### config.mk
export PLATFORM = sky130hd
export DESIGN_NAME = ccr_ctrl_flat
export DESIGN_NICKNAME = d
export VERILOG_FILES = /design/src/rtl/ccr_pkg.sv /design/src/rtl/ccr_ctrl_if.sv /design/src/rtl/ccr_shadow_stack.sv /design/src/rtl/ccr_ctrl.sv /design/src/flat_wrapper.sv
export SDC_FILE = /design/constraint.sdc
export NUM_CORES = 1
export LEC_CHECK = 0
export BUFFER_PORTS_ARGS = -buffer_cell sky130_fd_sc_hd__buf_4
export CELL_PAD_IN_SITES_DETAIL_PLACEMENT = 1
export CELL_PAD_IN_SITES_GLOBAL_PLACEMENT = 1
export CORE_UTILIZATION = 44
export CTS_BUF_LIST = sky130_fd_sc_hd__clkbuf_4
export DETAILED_ROUTE_END_ITERATION = 10
export PLACE_DENSITY = 0.78
export SETUP_SLACK_MARGIN = 0.05
export SLEW_MARGIN = 10
export SYNTH_ARGS = -nofsm -noshare
export SYNTH_HDL_FRONTEND = slang
export SYNTH_SLANG_ARGS = --single-unit
### constraint.sdc
create_clock -name clk -period 1.95 [get_ports clk]
set_input_delay 0.0975 -clock clk [delete_from_list [all_inputs] [get_ports clk]]
set_output_delay 0.0975 -clock clk [all_outputs]
set_load 0.02 [all_outputs]
### src/rtl/ccr_pkg.sv
// Condition code register shared definitions: flag bit positions, branch condition
// encodings and the branch condition evaluator used by the controller.
package ccr_pkg;

    localparam int FLAG_Z = 0;
    localparam int FLAG_N = 1;
    localparam int FLAG_C = 2;
    localparam int FLAG_V = 3;

    localparam logic [2:0] BR_ALW = 3'b000;
    localparam logic [2:0] BR_Z   = 3'b001;
    localparam logic [2:0] BR_N   = 3'b010;
    localparam logic [2:0] BR_C   = 3'b011;
    localparam logic [2:0] BR_V   = 3'b100;
    localparam logic [2:0] BR_NZ  = 3'b101;
    localparam logic [2:0] BR_NC  = 3'b110;
    localparam logic [2:0] BR_NEV = 3'b111;

    function automatic logic br_cond_met(input logic [2:0] cond, input logic [3:0] flags);
        logic met;
        met = 1'b0;
        case (cond)
            BR_ALW: met = 1'b1;
            BR_Z:   met = flags[FLAG_Z];
            BR_N:   met = flags[FLAG_N];
            BR_C:   met = flags[FLAG_C];
            BR_V:   met = flags[FLAG_V];
            BR_NZ:  met = !flags[FLAG_Z];
            BR_NC:  met = !flags[FLAG_C];
            default: met = 1'b0;
        endcase
        return met;
    endfunction

endpackage

### src/rtl/ccr_ctrl_if.sv
// Flag update, interrupt save/restore and branch evaluation signals of the CCR controller.
// master drives requests (execute stage / sequencer), slave is the controller.
interface ccr_ctrl_if;
    logic       alu_valid;
    logic [3:0] alu_flags;
    logic [3:0] alu_mask;
    logic       setc;
    logic       clrc;
    logic       int_save;
    logic       rti_restore;
    logic       br_eval;
    logic [2:0] br_cond;
    logic [3:0] ccr;
    logic       br_valid;
    logic       br_taken;
    logic       shadow_empty;
    logic       shadow_full;
    logic       stk_ovf;
    logic       stk_unf;

    modport master (
        output alu_valid, alu_flags, alu_mask, setc, clrc, int_save, rti_restore,
               br_eval, br_cond,
        input  ccr, br_valid, br_taken, shadow_empty, shadow_full, stk_ovf, stk_unf
    );

    modport slave (
        input  alu_valid, alu_flags, alu_mask, setc, clrc, int_save, rti_restore,
               br_eval, br_cond,
        output ccr, br_valid, br_taken, shadow_empty, shadow_full, stk_ovf, stk_unf
    );
endinterface

### src/rtl/ccr_shadow_stack.sv
// LIFO of saved flag contexts with sticky overflow/underflow; pop wins over push.
// Push/pop take effect at the clock edge; pop_data is combinational from the top entry.
module ccr_shadow_stack #(
    parameter int DEPTH = 2,
    parameter int PTR_W = 2
) (
    input  logic       clk,
    input  logic       rst,
    input  logic       push,
    input  logic       pop,
    input  logic [3:0] push_data,
    output logic [3:0] pop_data,
    output logic       empty,
    output logic       full,
    output logic       ovf,
    output logic       unf
);

    // Sized to the full pointer range so every pointer value is a legal index.
    logic [3:0]       mem [0:(1<<PTR_W)-1];
    logic [PTR_W-1:0] sp;
    logic             do_pop;
    logic             do_push;

    assign empty    = (sp == '0);
    assign full     = (sp == PTR_W'(DEPTH));
    assign do_pop   = pop && !empty;
    assign do_push  = push && !full && !do_pop;
    assign pop_data = mem[sp - PTR_W'(1)];

    always_ff @(posedge clk or posedge rst) begin
        if (rst) begin
            sp  <= '0;
            ovf <= 1'b0;
            unf <= 1'b0;
            for (int i = 0; i < (1 << PTR_W); i++) begin
                mem[i] <= 4'b0000;
            end
        end else begin
            if (do_pop) begin
                sp <= sp - PTR_W'(1);
            end else if (do_push) begin
                mem[sp] <= push_data;
                sp      <= sp + PTR_W'(1);
            end
            // A push dropped because a valid pop won the cycle is not an overflow.
            if (push && full && !do_pop) begin
                ovf <= 1'b1;
            end
            if (pop && empty) begin
                unf <= 1'b1;
            end
        end
    end

endmodule

### src/rtl/ccr_ctrl.sv
// Condition code register: masked ALU merge, SETC/CLRC, interrupt shadow stack, branch eval.
// Flags update at each edge; branch result is registered one cycle after br_eval; no backpressure.
module ccr_ctrl
    import ccr_pkg::*;
#(
    parameter int SHADOW_DEPTH = 2,
    parameter int PTR_W        = 2
) (
    input  logic       clk,
    input  logic       rst,
    ccr_ctrl_if.slave  bus
);

    logic [3:0] ccr_q;
    logic [3:0] merged;
    logic [3:0] nxt;
    logic [3:0] pop_data;
    logic       empty;
    logic       br_valid_q;
    logic       br_taken_q;

    always_comb begin
        merged = ccr_q;
        if (bus.alu_valid) begin
            merged = (ccr_q & ~bus.alu_mask) | (bus.alu_flags & bus.alu_mask);
        end
        if (bus.setc) begin
            merged[FLAG_C] = 1'b1;
        end else if (bus.clrc) begin
            merged[FLAG_C] = 1'b0;
        end
    end

    // A restore with nothing saved falls back to the normal merge path.
    assign nxt = (bus.rti_restore && !empty) ? pop_data : merged;

    ccr_shadow_stack #(
        .DEPTH (SHADOW_DEPTH),
        .PTR_W (PTR_W)
    ) u_shadow (
        .clk       (clk),
        .rst       (rst),
        .push      (bus.int_save),
        .pop       (bus.rti_restore),
        .push_data (merged),
        .pop_data  (pop_data),
        .empty     (empty),
        .full      (bus.shadow_full),
        .ovf       (bus.stk_ovf),
        .unf       (bus.stk_unf)
    );

    always_ff @(posedge clk or posedge rst) begin
        if (rst) begin
            ccr_q      <= 4'b0000;
            br_valid_q <= 1'b0;
            br_taken_q <= 1'b0;
        end else begin
            ccr_q      <= nxt;
            br_valid_q <= bus.br_eval;
            if (bus.br_eval) begin
                br_taken_q <= br_cond_met(bus.br_cond, ccr_q);
            end
        end
    end

    assign bus.ccr          = ccr_q;
    assign bus.shadow_empty = empty;
    assign bus.br_valid     = br_valid_q;
    assign bus.br_taken     = br_taken_q;

endmodule

### src/flat_wrapper.sv
// flat-port wrapper written by rule: the top's interface ports become plain ports
module ccr_ctrl_flat import ccr_pkg::*;
#(
    parameter int SHADOW_DEPTH = 2,
    parameter int PTR_W        = 2
)
  (clk, rst, bus_alu_valid, bus_alu_flags, bus_alu_mask, bus_setc, bus_clrc, bus_int_save, bus_rti_restore, bus_br_eval, bus_br_cond, bus_ccr, bus_br_valid, bus_br_taken, bus_shadow_empty, bus_shadow_full, bus_stk_ovf, bus_stk_unf);
  ccr_ctrl_if bus_i ();
  input  logic clk;
  input  logic rst;
  input wire logic [$bits(bus_i.alu_valid)-1:0] bus_alu_valid;
  input wire logic [$bits(bus_i.alu_flags)-1:0] bus_alu_flags;
  input wire logic [$bits(bus_i.alu_mask)-1:0] bus_alu_mask;
  input wire logic [$bits(bus_i.setc)-1:0] bus_setc;
  input wire logic [$bits(bus_i.clrc)-1:0] bus_clrc;
  input wire logic [$bits(bus_i.int_save)-1:0] bus_int_save;
  input wire logic [$bits(bus_i.rti_restore)-1:0] bus_rti_restore;
  input wire logic [$bits(bus_i.br_eval)-1:0] bus_br_eval;
  input wire logic [$bits(bus_i.br_cond)-1:0] bus_br_cond;
  output wire logic [$bits(bus_i.ccr)-1:0] bus_ccr;
  output wire logic [$bits(bus_i.br_valid)-1:0] bus_br_valid;
  output wire logic [$bits(bus_i.br_taken)-1:0] bus_br_taken;
  output wire logic [$bits(bus_i.shadow_empty)-1:0] bus_shadow_empty;
  output wire logic [$bits(bus_i.shadow_full)-1:0] bus_shadow_full;
  output wire logic [$bits(bus_i.stk_ovf)-1:0] bus_stk_ovf;
  output wire logic [$bits(bus_i.stk_unf)-1:0] bus_stk_unf;
  assign bus_i.alu_valid = bus_alu_valid;
  assign bus_i.alu_flags = bus_alu_flags;
  assign bus_i.alu_mask = bus_alu_mask;
  assign bus_i.setc = bus_setc;
  assign bus_i.clrc = bus_clrc;
  assign bus_i.int_save = bus_int_save;
  assign bus_i.rti_restore = bus_rti_restore;
  assign bus_i.br_eval = bus_br_eval;
  assign bus_i.br_cond = bus_br_cond;
  assign bus_ccr = bus_i.ccr;
  assign bus_br_valid = bus_i.br_valid;
  assign bus_br_taken = bus_i.br_taken;
  assign bus_shadow_empty = bus_i.shadow_empty;
  assign bus_shadow_full = bus_i.shadow_full;
  assign bus_stk_ovf = bus_i.stk_ovf;
  assign bus_stk_unf = bus_i.stk_unf;
  ccr_ctrl #(.SHADOW_DEPTH(SHADOW_DEPTH), .PTR_W(PTR_W)) u_core (.clk(clk), .rst(rst), .bus(bus_i));
endmodule
==> metrics, run 1 <==
outcome=finished, violations left; violated checks=design-rule violations; Setup Buffers After CTS=0; CP Capture Type=flop; main combinational cell family by area after synthesis=multiplexers; largest net degree at the start of global routing=27; FILL cells=306; dpl hpwl=2.28 mm; Yosys top cell area share=49.3%; vias in the first global route=1007; syn nets=128; Synth area leader=dfrtp_1; Slew HR=75.4%; standard-cell row count=19; WP data arrival=1.77 ns; Synth Area per Inst=12.6 um^2; post-CTS resize count=0; Ant. Diodes=0; Inserted Clock Buffers=3; minimum clock period=1.58 ns; CP Class=flop to flop; clock sinks=26; P_leak=0.784 nW; Buffers on Ports=28; GR Overflow Total=0; nets=161; DR DRC count=8; Reg clk slew, reported paths=0.14 ns; final setup vio count=0; wire per inst=17.4 um; clk buf depth=2; final hold vios=0; antenna violations before repair=0; area share of fa/ha/maj cells after synthesis=3.79%; post-synthesis compound-gate area fraction=9.48%; first-pass GRT wire length=4.88 mm; Area Growth Syn to Fin=22.2%; die area=3220 um^2; Worst path slowest cell=dfrtp_1; sequential fraction of the synthesis area=49.3%; die width=56.8 um; Ports=29; Mapped Cells=105; Total GRT Usage=20.3%; cell area after layout=1610 um^2; max-cap viol count=0; CP peak stage delay=0.41 ns; hold_buf cts=3; Starting Density=47.1%; setup TNS=0 ns; drt pass-1 iters=7; RSZ-0062 raised after global routing=false; DR vias/cell=5.39; Cell variety after synth=30; Simple-Gate Fraction of Synth Area=10.8%; yosys warns=0; Mapped Area=1320 um^2; Synth Area in XOR/XNOR=0.664%; Area after DPL=1560 um^2; layout cell share with drive strength beyond 1=39.4%; Max IR drop VDD=0.902 mV; Final Skew=0.00152 ns; worst path required time=2.14 ns; period utilisation layout=80.9%; register bit count reported by yosys=26; Max Slew Vio Count=0; startpoint types=flop; Achievable Freq=0.634 GHz; post-synthesis mux area share=21.6%; Hold WC Path Type=input pin to flop; H-tree depth=1; Die Y=56.8 um; fin util=57.5%; core area=2810 um^2; critical-path maximum fanout=5; dominant synthesized flop cell=dfrtp_1; number of synthesized flops with an enable pin=0; clock root buffer=clkbuf_4; Area contributors post-synth=dfrtp_1, mux2_4, mux4_2; Vias=906; clk_lat worst skew=0.31 ns; final wirelength=2.92 mm; DRT antenna net count=0; GPL Wtd Cong=0.780; Initial DRC Count=41; Total Power=0.00230 W; slew of the pin with the lowest slew margin=0.368 ns; ys async rst share=100%; power density cells=1420 nW/um^2; CTS tree=done; CP Cell Sequence=inv_1 > ha_1 > buf_4 > mux4_2 > nor2_1 > a31oi_1
==> area by class of cell <==
class | instances | area, um^2 | share of cell area [%]
well taps | 31 | 38.8 | 2.40
flip-flops and latches | 26 | 651 | 40.3
multi-input cells | 68 | 612 | 37.9
repair buffers | 35 | 270 | 16.8
clock buffers | 3 | 22.5 | 1.40
inverters | 4 | 15.0 | 0.931
clock inverters | 1 | 3.75 | 0.233
==> cell usage in the layout, fill, tap and decap left out, drive strengths merged <==
| cell | count |
|---|---|
| mux2i | 6 |
| mux2 | 9 |
| buf | 32 |
| a21oi | 5 |
| clkinv | 1 |
| a21o | 1 |
| ha | 4 |
| a31o | 1 |
| a41oi | 1 |
| o21ai | 5 |
| or3 | 1 |
| a21boi | 1 |
| dfrtp | 26 |
| o21bai | 1 |
| mux4 | 4 |
| clkbuf | 3 |
| nor2 | 5 |
| and3 | 4 |
| nor2b | 4 |
| nand2 | 6 |
| dlygate4sd3 | 3 |
| inv | 4 |
| nand3b | 1 |
| xnor2 | 1 |
| a31oi | 5 |
| nand2b | 3 |
==> flip-flops by register name (all words and copies together) (netlist names) <==
name                 count
u_core.u_shadow.mem     16
u_core.bus.ccr           4
u_core.u_shadow.sp       2
u_core.bus.br_taken      1
u_core.bus.br_valid      1
u_core.u_shadow.ovf      1
u_core.u_shadow.unf      1
==> metrics by stage <==
step                hold WS [ns]  cells  setup WS (ns)
floorplan                  0.129    105          0.171
CTS                       0.0227    168          0.359
global placement           0.170    161          0.412
detailed placement         0.186    161          0.383
finish                    0.0315    168          0.372
global route              0.0244    168          0.260
==> synth_stat cells, types with 2 or more instances <==
cell and count:
ha_1 4, buf_6 2, o21ai_0 4, nor2_1 5, nand2b_1 3, clkbuf_1 4
mux2_4 9, mux2i_1 6, nand2_1 6, a21oi_1 4, nor2b_1 3, inv_1 4
mux4_2 4, and3_4 2, a31oi_1 5, dfrtp_1 26
==> worst max-delay path: cells and delay by family (launching register included) <==
kind	cells	cell delay (ns)
buffers and inverters	2	0.25
adder cells (fa/ha/maj)	1	0.32
AO/OA/AOI/OAI	1	0.06
AND/OR/NAND/NOR	1	0.11
flip-flops	1	0.41
multiplexers	1	0.29
==> power by group <==
group	total, W	switching (W)	leakage [nW]	internal (W)
logic	0.00119	0.000561	0.457	0.000632
clock network	0.000232	0.000157	0.0154	0.0000749
registers	0.000871	0.000138	0.312	0.000733
==> final timing paths <==
check                                                   startpoint                             endpoint  slack, ns  cells after the start
worst max register to register   u_core.u_shadow.sp[1]$_DFFE_PP0P_          u_core.bus.ccr[2]$_DFF_PP0_       0.37                      6
worst min register to register  u_core.u_shadow.mem[6]$_DFFE_PP0P_   u_core.u_shadow.mem[6]$_DFFE_PP0P_       0.39                      0
max in group asynchronous                                      rst  u_core.u_shadow.mem[15]$_DFFE_PP0P_       1.33                      4
min in group asynchronous                                      rst  u_core.u_shadow.mem[12]$_DFFE_PP0P_       0.37                      4
worst max-delay path             u_core.u_shadow.sp[1]$_DFFE_PP0P_          u_core.bus.ccr[2]$_DFF_PP0_       0.37                      6
worst min-delay path                                  bus_int_save      u_core.u_shadow.ovf$_DFFE_PP0P_       0.03                      2
==> logic make-up (layout without fill, tap and decap cells) <==
group                    count (synthesis)  after routing
AO/OA/AOI/OAI                           20             20
flip-flops                              26             26
multiplexers                            19             19
XOR/XNOR                                 1              1
buffers and inverters                   11             43
adder cells (fa/ha/maj)                  4              4
AND/OR/NAND/NOR                         24             24
==> layer usage <==
layer / global-route usage (%) / up-vias / wire length (um) / share of wire (%)
li1: - / 434 / - / -
met1: 25.6 / 434 / 1270 / 43
met2: 35.5 / 32 / 1460 / 50
met3: 3.23 / 6 / 158 / 5.4
met4: 6.27 / 0 / 44 / 1.5
met5: 0 / - / 0 / 0
(Power assumes the default switching activity.)
==> run 2, diff against run 1 <==
CORE_UTILIZATION = 40   (was 44)
PLACE_DENSITY = 0.75   (was 0.78)
clock period = 1.4 ns   (was 1.95 ns; I/O delays follow)
==> metrics, run 2 (synthesis gave the netlist of run 1 again) <==
Buffers on Ports=28; Worst Min Path Start=bus_alu_flags[3]; minimum clock period=1.52 ns; max FFs per register=16; Inserted Clock Buffers=3; DR vias/cell=5.12; GR Overflow Total=0; CP Capture Type=flop; fin util=60.3%; Max Slew Vio Count=0; GPL Wtd Cong=0.770; standard-cell row count=20; final setup vio count=13; max-cap viol count=0; Area after DPL=1690 um^2; Placed Instances=183; worst hold slack=0.0302 ns; Final Skew=0.00266 ns; Hold Path End=u_core.u_shadow.mem[15]$_DFFE_PP0P_; clock sinks=26; post-route insts no fill=196; P_leak=0.883 nW; Vias=1004; slack of the worst reg-to-reg path=-0.12 ns; die area=3530 um^2; Crit Reg-Reg Endpoint=u_core.u_shadow.mem[9]$_DFFE_PP0P_; nets=176; switching power=0.00144 W; clk buf depth=2; slew of the pin with the lowest slew margin=0.440 ns; Starting Density=42.5%; hold path depth=3; cell-internal power=0.00256 W; Reg clk slew, reported paths=0.15 ns; most common cell after layout, fill and taps aside=buf_4; vias in the first global route=1141; Ant. Diodes=0; switching share of total power=35.9%; RSZ-0062 raised after global routing=true; clk_lat worst skew=0.34 ns; FILL cells=335; power density cells=2140 nW/um^2; DRT antenna net count=0; core area=3100 um^2; clock root buffer=clkbuf_4; share of power burned in registers=30.9%; R2R depth=5; Total GRT Usage=22.3%; Slew HR=70.6%; Die Y=59.4 um; Area Growth Syn to Fin=41.8%; CTS tree=done; drt pass-1 iters=4; critical-path maximum fanout=4; startpoint types=flop; Hold WC Path Type=input pin to flop; layout cell share with drive strength beyond 1=52.6%; dpl hpwl=2.47 mm; Logic pwr share=55.7%; Top reg by flops=u_core.u_shadow.mem; final wirelength=3.50 mm; pre-CTS setup slack=-0.0907 ns; Initial DRC Count=30; final hold vios=0; Achievable Freq=0.658 GHz; violated checks=negative setup slack; WP data arrival=1.76 ns; CP Class=flop to flop; Max IR drop VDD=1.28 mV; DR DRC count=0; first-pass GRT wire length=5.69 mm; largest net degree at the start of global routing=27; Critical R2R Launch=u_core.u_shadow.sp[1]$_DFFE_PP0P_; Ports=29; worst path required time=1.64 ns; outcome=finished, violations left; die width=59.4 um; Clock power frac=13.4%; PnR worst setup slack=-0.121 ns; wire per inst=17.9 um; H-tree depth=1; period utilisation layout=109%; cell area after layout=1870 um^2; antenna violations before repair=0; most frequent cells in the layout=buf_4, dfrtp_1, mux2_4
==> run 2: changes by cell type in the layout (fill, tap and decap cells not counted), moves of 2 or more <==
cell,change
buf_6,+7
buf_4,+6
nor2_1,-4
nor2_2,+3
a21oi_1,-2
a21oi_2,+2
dlygate4sd3_1,+2
ha_1,-2
ha_4,+2
inv_1,-2
==> run 2: worst max-delay path by stage <==
stage / endpoint / slack (ns) / depth (start not counted) / startpoint
after floorplan: u_core.bus.ccr[0]$_DFF_PP0_ / -0.19 / 6 / u_core.u_shadow.sp[0]$_DFFE_PP0P_
after global placement: u_core.bus.ccr[0]$_DFF_PP0_ / -0.05 / 5 / u_core.u_shadow.sp[1]$_DFFE_PP0P_
after detailed placement: u_core.u_shadow.mem[9]$_DFFE_PP0P_ / -0.09 / 5 / u_core.u_shadow.sp[1]$_DFFE_PP0P_
after CTS: u_core.u_shadow.mem[9]$_DFFE_PP0P_ / -0.12 / 5 / u_core.u_shadow.sp[1]$_DFFE_PP0P_
after global routing: u_core.u_shadow.mem[9]$_DFFE_PP0P_ / -0.18 / 5 / u_core.u_shadow.sp[1]$_DFFE_PP0P_
final: u_core.u_shadow.mem[9]$_DFFE_PP0P_ / -0.12 / 5 / u_core.u_shadow.sp[1]$_DFFE_PP0P_
==> run 2: metrics by stage <==
stage / total power (W) / setup TNS, ns
global route: 0.00422 / -2.02
detailed placement: 0.00320 / -0.749
floorplan: 0.00254 / -1.28
finish: 0.00400 / -0.996
CTS: 0.00386 / -0.942
global placement: 0.00310 / -0.225
==> run 2: critical path, stage by stage, from the launching register on <==
cell and delay [ns]:
dfrtp_1 0.43, buf_4 0.15, ha_4 0.17, nor2b_4 0.13, and3_4 0.24, mux2_4 0.31
==> run 2: area by class of cell <==
class                   instances  area (um^2)  share of cell area, %
clock buffers                   3         22.5                   1.20
clock inverters                 1         30.0                   1.60
inverters                       4         17.5                  0.936
multi-input cells              68          682                   36.4
flip-flops and latches         26          651                   34.8
well taps                      44         55.1                   2.94
repair buffers                 50          414                   22.1
==> run 2: power by group through the flow <==
stage               sequential, W  combinational (W)  clock [W]
finish                    0.00123            0.00223   0.000536
global route              0.00127            0.00237   0.000581
CTS                       0.00123            0.00208   0.000547
detailed placement        0.00124            0.00196          0
global placement          0.00122            0.00188          0
floorplan                 0.00127            0.00127          0
==> run 2: metal layers <==
layer  GRT usage (%)  vias to the layer above  wire length (um)
met5               0                        -                 0
met4            6.12                        0                31
met3            3.71                        5               131
met2            39.0                       26              1860
met1            28.4                      509              1490
li1                -                      464                 -
==> run 2: repair_timing <==
item,CTS,global route
endpoints found under the setup margin,19,20
hold buffers,5,0
hold endpoints to repair,30,0
resized for setup,5,11
gates cloned,0,0
pin swaps,1,1
buffers inserted,3,2
==> run 3, diff against run 2 <==
ABC_CLOCK_PERIOD_IN_PS = 1360   (was default)
clock period = 1.36 ns   (was 1.4 ns; I/O delays follow)
==> metrics, run 3 (synthesis gave the netlist of run 1 again) <==
outcome=finished, violations left; violated checks=negative setup slack; worst path required time=1.58 ns; clock root buffer=clkbuf_4; fin util=59.7%; most common cell after layout, fill and taps aside=buf_4; Final Skew=0.00851 ns; standard-cell row count=20; P_leak=0.876 nW; CP Class=flop to flop; clk buf depth=2; Ant. Diodes=0; Hold WC Path Type=input pin to flop; period utilisation layout=112%; PnR worst setup slack=-0.168 ns; Vias=1001; Starting Density=42.5%; core area=3100 um^2; Total GRT Usage=21.8%; final wirelength=3.47 mm; DRT antenna net count=0; final setup vio count=16; critical-path maximum fanout=4; H-tree depth=1; CTS tree=done; Area Growth Syn to Fin=40.3%; Inserted Clock Buffers=3; Die Y=59.4 um; max-cap viol count=0; die area=3530 um^2; slew of the pin with the lowest slew margin=0.377 ns; DR vias/cell=5.13; vias in the first global route=1062; dpl hpwl=2.55 mm; Ports=29; setup TNS=-1.47 ns; DR DRC count=0; drt pass-1 iters=4; power density cells=2180 nW/um^2; nets=175; largest net degree at the start of global routing=27; RSZ-0062 raised after global routing=true; Top reg by flops=u_core.u_shadow.mem; most frequent cells in the layout=buf_4, dfrtp_1, mux2_4; GR Overflow Total=0; Max Slew Vio Count=0; first-pass GRT wire length=5.42 mm; CP Capture Type=flop; Initial DRC Count=33; WP data arrival=1.75 ns; GPL Wtd Cong=0.770; Max IR drop VDD=1.13 mV; Slew HR=74.8%; die width=59.4 um; minimum clock period=1.53 ns; Reg clk slew, reported paths=0.15 ns; max FFs per register=16; startpoint types=flop; clk_lat worst skew=0.32 ns; wire per inst=17.8 um; antenna violations before repair=0; layout cell share with drive strength beyond 1=52.3%; final hold vios=0; Buffers on Ports=28; clock sinks=26; Achievable Freq=0.655 GHz
## run 3: layout make-up
class                      instances  area (um^2)
tap                               44         55.1
timing repair buffer              49          404
clock buffer                       3         22.5
clock inverter                     1         30.0
fill                             335         1250
multi-input combinational         68          672
sequential                        26          651
inverter                           4         17.5
## run 3: where the power goes
group	switching, W	leakage (nW)	total, W	internal, W
logic	0.000973	0.537	0.00224	0.00127
clock network	0.000234	0.0279	0.000533	0.000298
registers	0.000220	0.312	0.00127	0.00105
total	0.00143	0.876	0.00404	0.00262
## run 3: path summary, 6_finish.rpt
kind | slack (ns) | to | cells after the start | start
min in group asynchronous | 0.35 | u_core.bus.ccr[1]$_DFF_PP0_ | 4 | rst
min | 0.02 | u_core.bus.br_taken$_DFFE_PP0P_ | 4 | bus_br_cond[1]
max in group asynchronous | 0.75 | u_core.u_shadow.sp[1]$_DFFE_PP0P_ | 4 | rst
max | -0.17 | u_core.u_shadow.mem[8]$_DFFE_PP0P_ | 5 | u_core.u_shadow.sp[1]$_DFFE_PP0P_
max reg2reg | -0.17 | u_core.u_shadow.mem[8]$_DFFE_PP0P_ | 5 | u_core.u_shadow.sp[1]$_DFFE_PP0P_
min reg2reg | 0.40 | u_core.u_shadow.mem[4]$_DFFE_PP0P_ | 0 | u_core.u_shadow.mem[4]$_DFFE_PP0P_
## run 3: critical path: stages (launching register included)
cell and delay [ns]:
dfrtp_1 0.43, buf_4 0.15, ha_4 0.16, nor2b_4 0.13, and3_4 0.24, mux2_4 0.31
## run 3: stage by stage
stage	power, W	area (um^2)	hold WS (ns)	cells	worst slack [ns]
2_1_floorplan	0.00261	1370	0.0994	105	-0.230
3_3_place_gp	0.00319	1690	0.145	183	-0.0905
3_5_place_dp	0.00331	1690	0.163	183	-0.138
4_1_cts	0.00396	1810	0.0200	192	-0.163
5_1_grt	0.00429	1850	0.0204	195	-0.217
6_report	0.00404	1850	0.0184	195	-0.168
## run 3: routing by layer
layer | wire [um] | GRT usage, %
met1 | 1460 | 26.8
met2 | 1840 | 39.5
met3 | 147 | 4.15
met4 | 19 | 4.08
met5 | 0 | 0
## run 3: repair_timing
| action | in CTS | in global routing |
|---|---|---|
| buffers inserted | 2 | 3 |
| hold endpoints to repair | 29 | 0 |
| endpoints found under the setup margin | 20 | 22 |
| resized for setup | 7 | 8 |
| pin swaps | 2 | 1 |
| hold buffers | 4 | 0 |
